### src/rtl/div_unit.sv
// Multi-cycle radix-2 restoring divider for MIPS DIV/DIVU.
// It produces one quotient bit per cycle and returns {HI=remainder, LO=quotient} with a ready pulse.
module div_unit #(
   parameter int unsigned WIDTH = 32
) (
   input  logic               clk,
   input  logic               resetn,
   input  logic               start,
   input  logic               signed_div,
   input  logic [WIDTH-1:0]   a,
   input  logic [WIDTH-1:0]   b,
   input  logic               annul,
   output logic               busy,
   output logic               ready,
   output logic [2*WIDTH-1:0] result
);

   localparam int unsigned CW = (WIDTH > 1) ? $clog2(WIDTH) : 1;
   localparam logic [CW-1:0] LAST = CW'(WIDTH - 1);

   typedef enum logic [1:0] {
      S_IDLE,
      S_CALC,
      S_DONE
   } state_t;

   state_t r_state;
   state_t w_state_nxt;

   logic [WIDTH-1:0]   r_rem;
   logic [WIDTH-1:0]   r_quo;
   logic [WIDTH-1:0]   r_div;
   logic               r_neg_q;
   logic               r_neg_r;
   logic [CW-1:0]      r_cnt;
   logic [2*WIDTH-1:0] r_result;

   logic               w_accept;
   logic               w_b_zero;
   logic               w_last;
   logic [WIDTH-1:0]   w_abs_a;
   logic [WIDTH-1:0]   w_abs_b;
   logic [WIDTH:0]     w_shift;
   logic               w_ge;
   logic [WIDTH-1:0]   w_rem_nxt;
   logic [WIDTH-1:0]   w_quo_nxt;
   logic [WIDTH-1:0]   w_rem_fix;
   logic [WIDTH-1:0]   w_quo_fix;

   assign w_accept = (r_state == S_IDLE) && start && !annul;
   assign w_b_zero = (b == '0);
   assign w_last   = (r_state == S_CALC) && (r_cnt == LAST);

   // The magnitude of -2^(WIDTH-1) is still correct when it is read back as unsigned.
   assign w_abs_a = (signed_div && a[WIDTH-1]) ? -a : a;
   assign w_abs_b = (signed_div && b[WIDTH-1]) ? -b : b;

   // The quotient register doubles as the dividend shifter; its MSB feeds the remainder.
   assign w_shift   = {r_rem, r_quo[WIDTH-1]};
   assign w_ge      = (w_shift >= {1'b0, r_div});
   assign w_rem_nxt = w_ge ? (w_shift[WIDTH-1:0] - r_div) : w_shift[WIDTH-1:0];
   assign w_quo_nxt = {r_quo[WIDTH-2:0], w_ge};

   // The sign fix works on the final iteration's values, so the result registers on the CALC->DONE edge.
   assign w_quo_fix = r_neg_q ? -w_quo_nxt : w_quo_nxt;
   assign w_rem_fix = r_neg_r ? -w_rem_nxt : w_rem_nxt;

   always_ff @(posedge clk or negedge resetn) begin
      if (!resetn) begin
         r_state <= S_IDLE;
      end else begin
         r_state <= w_state_nxt;
      end
   end

   always_comb begin
      w_state_nxt = r_state;
      busy        = 1'b0;
      ready       = 1'b0;
      case (r_state)
         S_IDLE: begin
            if (w_accept) begin
               busy        = 1'b1;
               w_state_nxt = w_b_zero ? S_DONE : S_CALC;
            end
         end
         S_CALC: begin
            busy = 1'b1;
            if (annul) begin
               w_state_nxt = S_IDLE;
            end else if (w_last) begin
               w_state_nxt = S_DONE;
            end
         end
         S_DONE: begin
            ready       = 1'b1;
            w_state_nxt = S_IDLE;
         end
         default: begin
            w_state_nxt = S_IDLE;
         end
      endcase
   end

   always_ff @(posedge clk or negedge resetn) begin
      if (!resetn) begin
         r_rem    <= '0;
         r_quo    <= '0;
         r_div    <= '0;
         r_neg_q  <= 1'b0;
         r_neg_r  <= 1'b0;
         r_cnt    <= '0;
         r_result <= '0;
      end else if (w_accept) begin
         r_rem   <= '0;
         r_quo   <= w_abs_a;
         r_div   <= w_abs_b;
         r_neg_q <= signed_div && (a[WIDTH-1] != b[WIDTH-1]);
         r_neg_r <= signed_div && a[WIDTH-1];
         r_cnt   <= '0;
         if (w_b_zero) begin
            r_result <= '0;
         end
      end else if ((r_state == S_CALC) && !annul) begin
         r_rem <= w_rem_nxt;
         r_quo <= w_quo_nxt;
         r_cnt <= r_cnt + 1'b1;
         if (w_last) begin
            r_result <= {w_rem_fix, w_quo_fix};
         end
      end
   end

   assign result = r_result;

endmodule

### config.mk
export PLATFORM = sky130hd
export DESIGN_NAME = div_unit
export DESIGN_NICKNAME = d
export VERILOG_FILES = /design/src/rtl/div_unit.sv
export SDC_FILE = /design/constraint.sdc
export NUM_CORES = 1
export LEC_CHECK = 0
export ABC_AREA = 1
export BUFFER_PORTS_ARGS = -buffer_cell sky130_fd_sc_hd__buf_4
export CORE_MARGIN = 1.5
export CORE_UTILIZATION = 50
export DETAILED_ROUTE_END_ITERATION = 8
export GPL_ROUTABILITY_DRIVEN = 1
export MAX_ROUTING_LAYER = met4
export PLACE_DENSITY = 0.7
export SLEW_MARGIN = 25
export SYNTH_ARGS = -nofsm -noshare
export SYNTH_HDL_FRONTEND = slang
export SYNTH_SLANG_ARGS = --single-unit
### constraint.sdc
create_clock -name clk -period 11.17 [get_ports clk]
set_clock_uncertainty 0.15 [all_clocks]
set_input_delay 2.234 -clock clk [delete_from_list [all_inputs] [get_ports clk]]
set_output_delay 2.234 -clock clk [all_outputs]
set_load 0.01 [all_outputs]
==> metrics <==
run status=complete, no violations; Die Footprint=26,530 sq um; Reg clk slew, reported paths=80 ps; capturing element type of the critical path=flip-flop; Vert. Die Dim=around 160 um; CTS buffer count=17; Max Fclk=182.9 MHz; data arrival time of the worst path=approximately 5700 ps; H-tree depth reported by CTS=4; count of cells resized by post-cts repair=0; final-report hold violation count=0; number of global-route vias before repair=12,403; startpoint type of the worst setup path=flip-flop; initial antenna violation count=0; global routing usage summed across all routing layers=0.3284; FF/Latch Area=around 4200 sq um; proportion of synthesized chip area in sequential cells=0.3310; final HPWL from detailed placement=31.70 mm; vias per cell=between 5 and 6; DIE WIDTH=162.9 um; number of clock sinks=169; Final Cell Area=14,530 sq um; MaxCap Viol Count=0; aggregate routed wire length=41.15 mm; number of placement rows=58; Max transition margin=0.3559; # port buffers=about 130; Syn. warnings=0; core outline area=25,110 sq um; Mapped Nets=2,034; drc violations=0; Post-Syn Area=12,780 sq um; minimum period implied by the final worst setup slack=between 5000 and 6000 ps; GP Congestion=approximately 1.0; fin crit share=0.4896; remaining global-route overflow=0; gate count after technology mapping=1,926; Min-Delay Path Class=reg2reg; area share of the largest cell type after synthesis=0.3310; Max Buffers Root-to-Sink=2; Syn Area/Cell=6.635 sq um; slew at the pin with the worst max-slew slack=about 970 ps; number of antenna diodes=0; post-synth top area cell=sky130_fd_sc_hd__dfrtp_1; static leakage power=7.640 nW; Routed WL per cell=17.36 um; worst reg2reg path depth=22; count of unique library cells instantiated by Yosys=54; buffer count from post-CTS setup fixing=0; worst hold path depth=2; path type of the worst setup path=reg2reg; most common flop cell mapped by yosys=sky130_fd_sc_hd__dfrtp_1; CTS Root Cell=sky130_fd_sc_hd__clkbuf_16; cell area after placement=13,960 sq um; latest clock arrival within the worst-skew pair=440 ps; Boundary Pins=roughly 140; share of final-layout standard cells stronger than drive strength 1=0.1289; net count reported at finish=around 2,100; unrepaired setup endpoints after global routing=no; Post-CTS Hold Fix Bufs=0; global-route wire length before repair=65.53 mm; Commonest cells post-synth=sky130_fd_sc_hd__nand2_1, sky130_fd_sc_hd__inv_1, sky130_fd_sc_hd__o21ai_0; core utilization of the finished layout=0.5788; multi-input combinational cell area=between 7000 and 8000 sq um; dominant cell by count in the synthesized netlist=sky130_fd_sc_hd__nand2_1; critical path fanouts, max=38; number of flops mapped to enable cells by yosys=0; Setup TNS=0 ps; IR drop worst, VDD=0.1585 mV; count of filler cells inserted in the layout=2,567; initial core utilization=0.5089; number of register bits inferred by synthesis=169; DR iter-0 viols=1,057; count of pins over their slew limit=0; CTS tree=done; Antenna Nets Post-Route=0; total number of vias=12,964; asr flop ratio synth=1.000; Synth-to-Final Area Change=13.73%; largest net degree at the start of global routing=about 120; Setup Viol. Count Final=0; largest cells by area after synthesis=sky130_fd_sc_hd__dfrtp_1, sky130_fd_sc_hd__nand2_1, sky130_fd_sc_hd__o21ai_0, sky130_fd_sc_hd__inv_1, sky130_fd_sc_hd__nor2_1; power per cell area=260.3 nW/um^2; drt first pass iters=6; CP required=approximately 11,000 ps
worst paths after layout:
kind | from | endpoint | slack (ps)
max reg2reg | r_div[28]$_DFFE_PN0P_ | result[26]$_DFFE_PN0P_ | 5700
min | result[59]$_DFFE_PN0P_ | result[59]$_DFFE_PN0P_ | 330
min reg2reg | result[59]$_DFFE_PN0P_ | result[59]$_DFFE_PN0P_ | 330
max | r_div[28]$_DFFE_PN0P_ | result[26]$_DFFE_PN0P_ | 5700
max in group asynchronous | resetn | result[30]$_DFFE_PN0P_ | 7660
min in group asynchronous | resetn | r_div[16]$_DFFE_PN0P_ | 1750
layer usage:
layer / vias up / track usage / wire length, um
met2: 419 / 0.5362 / 19560
met1: 6094 / 0.4210 / 17900
met3: 75 / 0.04482 / 2442
li1: 6376 / - / -
met4: 0 / 0.1063 / 1254
met5: - / - / 0
registers in the layout, summed over array words and instances, names as in the netlist:
signal,cells
result,64
r_div,32
r_quo,32
r_rem,32
r_cnt,5
r_state,2
r_neg_q,1
r_neg_r,1
power by group:
part           leakage, nW  internal (mW)  switching, mW  total, mW
Combinational         5.15          0.691           1.67       2.36
Sequential            2.22          0.721          0.106      0.827
Clock                0.274          0.301          0.289      0.590
Total                 7.64           1.71           2.07       3.78
layout by cell type, fill, tap and decap left out, drive strengths merged, types with 2 or more instances in the layout:
| master | synthesis | layout |
|---|---|---|
| nor4 | 9 | 9 |
| nand3 | 119 | 119 |
| nor3 | 25 | 25 |
| a32o | 6 | 6 |
| and2 | 3 | 3 |
| ha | 38 | 38 |
| nand3b | 3 | 3 |
| clkinv | 5 | 9 |
| nor2 | 168 | 168 |
| nand2 | 619 | 619 |
| o41ai | 5 | 5 |
| a31oi | 5 | 5 |
| inv | 269 | 276 |
| xor2 | 51 | 51 |
| nand4 | 24 | 24 |
| or2 | 8 | 8 |
| o22ai | 13 | 13 |
| xnor2 | 21 | 21 |
| buf | 21 | 144 |
| o21ai | 219 | 219 |
| clkbuf | 41 | 20 |
| o31ai | 7 | 7 |
| a41oi | 3 | 3 |
| a22o | 3 | 3 |
| clkinvlp | 0 | 2 |
| a21oi | 59 | 59 |
| dfrtp | 169 | 169 |
| o21bai | 3 | 3 |
critical path, stage by stage (launching register included):
cell                      delay [ps]
sky130_fd_sc_hd__dfrtp_1         390
sky130_fd_sc_hd__inv_1           180
sky130_fd_sc_hd__ha_1            320
sky130_fd_sc_hd__inv_1           120
sky130_fd_sc_hd__o21ai_0         130
sky130_fd_sc_hd__a21oi_1         200
sky130_fd_sc_hd__nor2_1          100
sky130_fd_sc_hd__nor2_4          610
sky130_fd_sc_hd__nand2_4         460
sky130_fd_sc_hd__inv_2           300
sky130_fd_sc_hd__ha_1            190
sky130_fd_sc_hd__inv_1            60
sky130_fd_sc_hd__nor3_2          200
sky130_fd_sc_hd__nand3_1         180
sky130_fd_sc_hd__nor4_2          460
sky130_fd_sc_hd__nand2_1         200
sky130_fd_sc_hd__nor2_1          190
sky130_fd_sc_hd__nand4_1         170
sky130_fd_sc_hd__o21ai_1         310
sky130_fd_sc_hd__o21ai_0         180
sky130_fd_sc_hd__nand2_1          90
sky130_fd_sc_hd__nand2_1          50
sky130_fd_sc_hd__o21ai_1         120
final cells by class:
class | instances | area share
Clock inverter | 13 | 0.008696
Sequential cell | 169 | 0.2910
Clock buffer | 19 | 0.03048
Inverter | 274 | 0.07086
Multi-Input combinational cell | 1421 | 0.4950
Tap cell | 330 | 0.02841
Timing Repair Buffer | 145 | 0.07559
through the flow:
stage | power (mW) | worst slack [ps] | cells | hold slack [ps]
after detailed placement | 3.152 | 5751 | 2339 | 317.9
after global placement | 3.133 | 5843 | 2339 | 312.3
after floorplan | 2.546 | 5659 | 1926 | 303.0
after CTS | 3.747 | 5853 | 2371 | 335.6
after global routing | 4.092 | 5227 | 2371 | 348.7
final | 3.782 | 5701 | 2371 | 333.7
logic make-up (layout without fill, tap and decap cells):
group | Yosys count | after routing | synth area share
AND/OR/NAND/NOR | 982 | 982 | 0.3326
adder cells (fa/ha/maj) | 39 | 39 | 0.03877
XOR/XNOR | 72 | 72 | 0.04935
buffers and inverters | 336 | 451 | 0.1071
AO/OA/AOI/OAI | 328 | 328 | 0.1412
flip-flops | 169 | 169 | 0.3310
(Power assumes the default switching activity.)
